<file path="config.mk">
export PLATFORM = sky130hd
export DESIGN_NAME = alu_req_arbiter_flat
export DESIGN_NICKNAME = d
export VERILOG_FILES = /design/src/rtl/alu_req_arbiter_if.sv /design/src/rtl/alu_req_arbiter.sv /design/src/flat_wrapper.sv
export SDC_FILE = /design/constraint.sdc
export NUM_CORES = 1
export LEC_CHECK = 0
export CAP_MARGIN = 5
export CORE_UTILIZATION = 40
export CTS_BUF_LIST = sky130_fd_sc_hd__clkbuf_8
export CTS_CLUSTER_DIAMETER = 100
export CTS_CLUSTER_SIZE = 40
export DETAILED_ROUTE_END_ITERATION = 10
export HOLD_SLACK_MARGIN = 0.05
export PLACE_DENSITY_LB_ADDON = 0.1
export SLEW_MARGIN = 20
export SYNTH_ARGS = -nofsm -noshare
export SYNTH_HDL_FRONTEND = slang
export SYNTH_SLANG_ARGS = --single-unit
</file>
<file path="constraint.sdc">
create_clock -name clk -period 2.1 [get_ports clk]
set_clock_uncertainty 0.2 [all_clocks]
set_input_delay 0.315 -clock clk [delete_from_list [all_inputs] [get_ports clk]]
set_output_delay 0.315 -clock clk [all_outputs]
set_load 0.02 [all_outputs]
</file>
<file path="src/rtl/alu_req_arbiter_if.sv">
// Bus bundle for alu_req_arbiter: two request ports, the ALU drive/return
// signals and the tagged response port. The arbiter uses the slave view;
// requesters, ALU and response consumer together form the master view.
interface alu_req_arbiter_if #(
  parameter int unsigned NBITS = 4
);
  // request side
  logic [1:0]       req_valid;
  logic [1:0]       req_ready;
  logic [NBITS-1:0] req0_a;
  logic [NBITS-1:0] req0_b;
  logic [2:0]       req0_op;
  logic [NBITS-1:0] req1_a;
  logic [NBITS-1:0] req1_b;
  logic [2:0]       req1_op;

  // ALU side
  logic [NBITS-1:0] alu_a;
  logic [NBITS-1:0] alu_b;
  logic [2:0]       alu_op;
  logic [NBITS-1:0] alu_result;
  logic             alu_cout;
  logic             alu_ovf;
  logic             alu_zero;

  // response side
  logic             rsp_valid;
  logic             rsp_ready;
  logic             rsp_id;
  logic [NBITS-1:0] rsp_result;
  logic             rsp_cout;
  logic             rsp_ovf;
  logic             rsp_zero;

  // status
  logic             busy;

  modport slave (
    input  req_valid, req0_a, req0_b, req0_op, req1_a, req1_b, req1_op,
    input  alu_result, alu_cout, alu_ovf, alu_zero,
    input  rsp_ready,
    output req_ready,
    output alu_a, alu_b, alu_op,
    output rsp_valid, rsp_id, rsp_result, rsp_cout, rsp_ovf, rsp_zero,
    output busy
  );

  modport master (
    output req_valid, req0_a, req0_b, req0_op, req1_a, req1_b, req1_op,
    output alu_result, alu_cout, alu_ovf, alu_zero,
    output rsp_ready,
    input  req_ready,
    input  alu_a, alu_b, alu_op,
    input  rsp_valid, rsp_id, rsp_result, rsp_cout, rsp_ovf, rsp_zero,
    input  busy
  );
endinterface

</file>
<file path="src/rtl/alu_req_arbiter.sv">
// Two-requester round-robin front end for a single registered ALU.
// One operation in flight: IDLE accepts, ISSUE lets the ALU sample its
// operands, CAPTURE latches the ALU outputs, RESP holds the tagged response
// until the consumer takes it.
module alu_req_arbiter #(
  parameter int unsigned NBITS = 4
) (
  input  logic             clk,
  input  logic             reset_n,
  alu_req_arbiter_if.slave bus
);

  typedef enum logic [1:0] {
    S_IDLE    = 2'd0,
    S_ISSUE   = 2'd1,
    S_CAPTURE = 2'd2,
    S_RESP    = 2'd3
  } state_e;

  state_e           state_q,      state_d;
  logic             rr_last_q,    rr_last_d;
  logic [NBITS-1:0] alu_a_q,      alu_a_d;
  logic [NBITS-1:0] alu_b_q,      alu_b_d;
  logic [2:0]       alu_op_q,     alu_op_d;
  logic             rsp_valid_q,  rsp_valid_d;
  logic             rsp_id_q,     rsp_id_d;
  logic [NBITS-1:0] rsp_result_q, rsp_result_d;
  logic             rsp_cout_q,   rsp_cout_d;
  logic             rsp_ovf_q,    rsp_ovf_d;
  logic             rsp_zero_q,   rsp_zero_d;
  logic             busy_q,       busy_d;

  logic             grant_vld;
  logic             grant_id;
  logic [1:0]       req_ready;
  logic             accept;

  // Arbitration: a lone requester always wins; on a tie the requester that
  // did not win last time is picked.
  always_comb begin
    grant_vld = 1'b0;
    grant_id  = 1'b0;
    case (bus.req_valid)
      2'b01: begin
        grant_vld = 1'b1;
        grant_id  = 1'b0;
      end
      2'b10: begin
        grant_vld = 1'b1;
        grant_id  = 1'b1;
      end
      2'b11: begin
        grant_vld = 1'b1;
        grant_id  = ~rr_last_q;
      end
      default: begin
        grant_vld = 1'b0;
        grant_id  = 1'b0;
      end
    endcase
  end

  // Ready is offered only in IDLE and only to the granted requester; it is
  // also forced low while reset is held.
  always_comb begin
    req_ready = 2'b00;
    if (reset_n && (state_q == S_IDLE) && grant_vld) begin
      req_ready = grant_id ? 2'b10 : 2'b01;
    end
  end

  assign accept = |(bus.req_valid & req_ready);

  // Next-state and next-output computation; everything holds by default.
  always_comb begin
    state_d      = state_q;
    rr_last_d    = rr_last_q;
    alu_a_d      = alu_a_q;
    alu_b_d      = alu_b_q;
    alu_op_d     = alu_op_q;
    rsp_valid_d  = rsp_valid_q;
    rsp_id_d     = rsp_id_q;
    rsp_result_d = rsp_result_q;
    rsp_cout_d   = rsp_cout_q;
    rsp_ovf_d    = rsp_ovf_q;
    rsp_zero_d   = rsp_zero_q;

    case (state_q)
      S_IDLE: begin
        if (accept) begin
          alu_a_d   = grant_id ? bus.req1_a  : bus.req0_a;
          alu_b_d   = grant_id ? bus.req1_b  : bus.req0_b;
          alu_op_d  = grant_id ? bus.req1_op : bus.req0_op;
          rr_last_d = grant_id;
          state_d   = S_ISSUE;
        end
      end
      S_ISSUE: begin
        state_d = S_CAPTURE;
      end
      S_CAPTURE: begin
        // rr_last only moves on accept, so it still names the in-flight requester
        rsp_id_d     = rr_last_q;
        rsp_result_d = bus.alu_result;
        rsp_cout_d   = bus.alu_cout;
        rsp_ovf_d    = bus.alu_ovf;
        rsp_zero_d   = bus.alu_zero;
        rsp_valid_d  = 1'b1;
        state_d      = S_RESP;
      end
      S_RESP: begin
        if (bus.rsp_ready) begin
          rsp_valid_d = 1'b0;
          state_d     = S_IDLE;
        end
      end
      default: begin
        state_d = S_IDLE;
      end
    endcase

    busy_d = (state_d != S_IDLE);
  end

  // State and registered outputs; reset discards any in-flight operation.
  always_ff @(posedge clk or negedge reset_n) begin
    if (!reset_n) begin
      state_q      <= S_IDLE;
      rr_last_q    <= 1'b1;
      alu_a_q      <= '0;
      alu_b_q      <= '0;
      alu_op_q     <= '0;
      rsp_valid_q  <= 1'b0;
      rsp_id_q     <= 1'b0;
      rsp_result_q <= '0;
      rsp_cout_q   <= 1'b0;
      rsp_ovf_q    <= 1'b0;
      rsp_zero_q   <= 1'b0;
      busy_q       <= 1'b0;
    end else begin
      state_q      <= state_d;
      rr_last_q    <= rr_last_d;
      alu_a_q      <= alu_a_d;
      alu_b_q      <= alu_b_d;
      alu_op_q     <= alu_op_d;
      rsp_valid_q  <= rsp_valid_d;
      rsp_id_q     <= rsp_id_d;
      rsp_result_q <= rsp_result_d;
      rsp_cout_q   <= rsp_cout_d;
      rsp_ovf_q    <= rsp_ovf_d;
      rsp_zero_q   <= rsp_zero_d;
      busy_q       <= busy_d;
    end
  end

  assign bus.req_ready  = req_ready;
  assign bus.alu_a      = alu_a_q;
  assign bus.alu_b      = alu_b_q;
  assign bus.alu_op     = alu_op_q;
  assign bus.rsp_valid  = rsp_valid_q;
  assign bus.rsp_id     = rsp_id_q;
  assign bus.rsp_result = rsp_result_q;
  assign bus.rsp_cout   = rsp_cout_q;
  assign bus.rsp_ovf    = rsp_ovf_q;
  assign bus.rsp_zero   = rsp_zero_q;
  assign bus.busy       = busy_q;

  // At most one requester is ever offered ready.
  a_ready_onehot: assert property (@(posedge clk) disable iff (!reset_n)
    $onehot0(req_ready));

  // Ready is never offered while an operation is in flight.
  a_ready_idle_only: assert property (@(posedge clk) disable iff (!reset_n)
    (state_q != S_IDLE) |-> (req_ready == 2'b00));

endmodule
</file>
<file path="src/flat_wrapper.sv">
// flat-port wrapper written by rule: the top's interface ports become plain ports
module alu_req_arbiter_flat 
#(
  parameter int unsigned NBITS = 4
)
  (clk, reset_n, bus_req_valid, bus_req0_a, bus_req0_b, bus_req0_op, bus_req1_a, bus_req1_b, bus_req1_op, bus_alu_result, bus_alu_cout, bus_alu_ovf, bus_alu_zero, bus_rsp_ready, bus_req_ready, bus_alu_a, bus_alu_b, bus_alu_op, bus_rsp_valid, bus_rsp_id, bus_rsp_result, bus_rsp_cout, bus_rsp_ovf, bus_rsp_zero, bus_busy);
  alu_req_arbiter_if #(.NBITS(NBITS)) bus_i ();
  input  logic clk;
  input  logic reset_n;
  input wire logic [$bits(bus_i.req_valid)-1:0] bus_req_valid;
  input wire logic [$bits(bus_i.req0_a)-1:0] bus_req0_a;
  input wire logic [$bits(bus_i.req0_b)-1:0] bus_req0_b;
  input wire logic [$bits(bus_i.req0_op)-1:0] bus_req0_op;
  input wire logic [$bits(bus_i.req1_a)-1:0] bus_req1_a;
  input wire logic [$bits(bus_i.req1_b)-1:0] bus_req1_b;
  input wire logic [$bits(bus_i.req1_op)-1:0] bus_req1_op;
  input wire logic [$bits(bus_i.alu_result)-1:0] bus_alu_result;
  input wire logic [$bits(bus_i.alu_cout)-1:0] bus_alu_cout;
  input wire logic [$bits(bus_i.alu_ovf)-1:0] bus_alu_ovf;
  input wire logic [$bits(bus_i.alu_zero)-1:0] bus_alu_zero;
  input wire logic [$bits(bus_i.rsp_ready)-1:0] bus_rsp_ready;
  output wire logic [$bits(bus_i.req_ready)-1:0] bus_req_ready;
  output wire logic [$bits(bus_i.alu_a)-1:0] bus_alu_a;
  output wire logic [$bits(bus_i.alu_b)-1:0] bus_alu_b;
  output wire logic [$bits(bus_i.alu_op)-1:0] bus_alu_op;
  output wire logic [$bits(bus_i.rsp_valid)-1:0] bus_rsp_valid;
  output wire logic [$bits(bus_i.rsp_id)-1:0] bus_rsp_id;
  output wire logic [$bits(bus_i.rsp_result)-1:0] bus_rsp_result;
  output wire logic [$bits(bus_i.rsp_cout)-1:0] bus_rsp_cout;
  output wire logic [$bits(bus_i.rsp_ovf)-1:0] bus_rsp_ovf;
  output wire logic [$bits(bus_i.rsp_zero)-1:0] bus_rsp_zero;
  output wire logic [$bits(bus_i.busy)-1:0] bus_busy;
  assign bus_i.req_valid = bus_req_valid;
  assign bus_i.req0_a = bus_req0_a;
  assign bus_i.req0_b = bus_req0_b;
  assign bus_i.req0_op = bus_req0_op;
  assign bus_i.req1_a = bus_req1_a;
  assign bus_i.req1_b = bus_req1_b;
  assign bus_i.req1_op = bus_req1_op;
  assign bus_i.alu_result = bus_alu_result;
  assign bus_i.alu_cout = bus_alu_cout;
  assign bus_i.alu_ovf = bus_alu_ovf;
  assign bus_i.alu_zero = bus_alu_zero;
  assign bus_i.rsp_ready = bus_rsp_ready;
  assign bus_req_ready = bus_i.req_ready;
  assign bus_alu_a = bus_i.alu_a;
  assign bus_alu_b = bus_i.alu_b;
  assign bus_alu_op = bus_i.alu_op;
  assign bus_rsp_valid = bus_i.rsp_valid;
  assign bus_rsp_id = bus_i.rsp_id;
  assign bus_rsp_result = bus_i.rsp_result;
  assign bus_rsp_cout = bus_i.rsp_cout;
  assign bus_rsp_ovf = bus_i.rsp_ovf;
  assign bus_rsp_zero = bus_i.rsp_zero;
  assign bus_busy = bus_i.busy;
  alu_req_arbiter #(.NBITS(NBITS)) u_core (.clk(clk), .reset_n(reset_n), .bus(bus_i));
endmodule
</file>
==> impl_metrics.env <==
export IMPL_run_status="completed"
export IMPL_fin_hold_ws_ns=0.246
export IMPL_finalHoldViolCount=0
export IMPL_syn_avg_cell_area_um2=13.7
export IMPL_chipHeight_um=53.7
export IMPL_design_core_area_mm2=0.00250
export IMPL_worstHoldPathType="in2async"
export IMPL_drcViolationCount=0
export IMPL_place_congestion=0.700
export IMPL_wirelength_mm=2.54
export IMPL_cts_hold_buf=0
export IMPL_dieArea_mm2=0.00289
export IMPL_grt_pass1_wl_mm=3.92
export IMPL_avgViaCountPerCell=5.11
export IMPL_endpoint_kind="output pin"
export IMPL_post_dp_cell_area_mm2=0.00173
export IMPL_place_ws_ns=-0.345
export IMPL_yosysTopAreaCell="dfrtp_1"
export IMPL_final_max_slew_viol_count=0
export IMPL_clk_pin_slew_ns=0.08
export IMPL_drt_pass1_iter_count=4
export IMPL_synth_edff_count=0
export IMPL_worstSetupPathType="in2out"
export IMPL_crit_required_ns=1.58
export IMPL_start_util_pct=42.8
export IMPL_rows=18
export IMPL_synth_top_cell_area_share_pct=53.8
export IMPL_static_leakage_power_uw=0.000740
export IMPL_ys_types=24
export IMPL_maxCapViolations=0
export IMPL_final_min_clock_period_ns=2.02
export IMPL_setup_violations_final=0
export IMPL_pin_count=57
export IMPL_via_count=915
export IMPL_worst_slew_pin_slew_ns=0.304
export IMPL_synth_top_cells_by_area="dfrtp_1 54%, o221a_1 11%, nand3b_1 7.7%"
export IMPL_fin_setup_tns_ns=0
export IMPL_dr_iter_0_viols=9
export IMPL_yosys_warnings=0
export IMPL_timing_slew_headroom_pct=79.7
export IMPL_tritoncts_num_sinks=24
export IMPL_max_freq_ghz=0.494
export IMPL_antenna_cells_inserted=0
export IMPL_synthesis_instances=78
export IMPL_worst_path_maximum_fanout=3
export IMPL_rsz0062_at_grt="no"
export IMPL_vdd_ir_drop_worst_mv=0.881
export IMPL_clock_tree_root_buffer_cell="clkbuf_8"
export IMPL_layout_common_cells="54 x clkdlybuf4s50_1, 23 x dfrtp_1, 16 x buf_4, 11 x nand3b_1, 10 x o221a_1"
export IMPL_cp_arrival_ns=1.51
export IMPL_number_of_buffer_cells_added_on_primary_ports=56
export IMPL_portion_of_the_post_synthesis_area_used_by_sequential_elements_pct=56.3
export IMPL_dominantRegCellSynth="dfrtp_1"
export IMPL_first_global_vias=913
export IMPL_clock_path_buffers=2
export IMPL_final_layout_size_suffix_gt1_share_pct=22.1
export IMPL_cts_tree="yes"
export IMPL_fin_nets=184
export IMPL_number_of_antenna_violating_nets_in_the_routed_design=0
export IMPL_clock_insertion_delay_worst_skew_ns=0.26
export IMPL_grt_overflow_total=0
export IMPL_worst_r2r_path_cells=6
export IMPL_worst_setup_path_start_kind="input pin"
export IMPL_wl_per_cell_um=14.2
export IMPL_mostFrequentLayoutCell="clkdlybuf4s50_1"
export IMPL_place_hpwl_mm=1.94
export IMPL_post_synth_instance_area_mm2=0.00107
export IMPL_synth_fp_nets=112
export IMPL_final_ws_setup_ns=0.0775
export IMPL_grt_max_degree=25
export IMPL_cts_made_buffers=3
export IMPL_postLayoutCoreUtil_pct=71.5
export IMPL_cts_htree_levels=1
export IMPL_grt_antenna_before_repair=0
export IMPL_power_per_cell_area_mw_per_mm2=1320
export IMPL_finish_instance_area_mm2=0.00179
export IMPL_layout_area_overhead_vs_synth_pct=67.0
export IMPL_period_share_pct=96.3
export IMPL_synth_async_reset_ratio_pct=100
export IMPL_fp_dieW_um=53.7
export IMPL_grt_usage_pct=19.6
export IMPL_yosys_register_bits=24
[layout make-up]
type	count	area, µm²
clock inverter	1	3.75
fill	201	713
multi-input combinational	48	428
timing repair buffer	72	671
inverter	1	3.75
tap	30	37.5
sequential	24	602
clock buffer	3	41.3
[Yosys cell counts, drive strengths merged (2+ instances only)]
cell,n
a21o,2
buf,4
dfrtp,23
mux2,8
nand2,4
nand3b,11
nor2,2
o21ai,2
o221a,11
[critical path: stages]
cell and delay [ns]:
clkdlybuf4s50_1 0.48, nor3b_4 0.25, buf_4 0.16, and2_1 0.13
buf_2 0.17
[cell families (layout without fill, tap and decap cells)]
family	after synthesis	in the layout	share of synthesized area [%]
muxes	8	8	8.42
AOI/OAI and AO/OA	17	17	16.0
DFF	24	24	56.3
buffers and inverters	6	77	3.74
and+or+nand+nor	23	23	15.6
[power breakdown]
| part | internal [µW] | total, µW | switching (µW) |
|---|---|---|---|
| clock network | 130 | 267 | 136 |
| logic | 714 | 1260 | 544 |
| registers | 701 | 838 | 137 |
[registers in the layout, summed over array words and instances (netlist names)]
name and flops:
u_core.bus.rsp_id 1, u_core.bus.rsp_result 4, u_core.bus.alu_op 3, u_core.state_q 2
u_core.bus.busy 1, u_core.bus.rsp_cout 1, u_core.bus.alu_a 4, u_core.rr_last_q 1
u_core.bus.rsp_valid 1, u_core.bus.rsp_ovf 1, u_core.bus.alu_b 4, u_core.bus.rsp_zero 1
[through the flow]
step	std cells	total power (µW)
after detailed placement	172	2110
final	179	2360
after CTS	179	2400
after global routing	179	2510
after floorplan	78	1480
after global placement	172	2070
[final timing paths]
kind	from	to	slack, ns
setup / recovery	reset_n	bus_req_ready[1]	0.08
hold / removal	reset_n	u_core.bus.alu_b[0]$_DFFE_PN0P_	0.25
setup reg to reg	u_core.state_q[1]$_DFF_PN0_	u_core.bus.alu_b[1]$_DFFE_PN0P_	0.40
hold reg to reg	u_core.bus.rsp_valid$_DFFE_PN0P_	u_core.bus.rsp_valid$_DFFE_PN0P_	0.30
max in group asynchronous	reset_n	u_core.rr_last_q$_DFFE_PN1P_	1.17
min in group clk	u_core.bus.rsp_valid$_DFFE_PN0P_	u_core.bus.rsp_valid$_DFFE_PN0P_	0.30
[timing repair]
action                     CTS  global route
buffers inserted             3             0
setup endpoints to repair    2             1
gates resized for setup      5             2
[metal layers]
layer / vias up / track usage, % / part of all wire [%]
li1: 433 / - / -
met1: 441 / 19.8 / 39
met2: 37 / 37.2 / 53
met3: 4 / 4.24 / 6.0
met4: 0 / 9.21 / 1.5
met5: - / 0 / 0
Note: power is estimated with default switching activity, not from simulation.
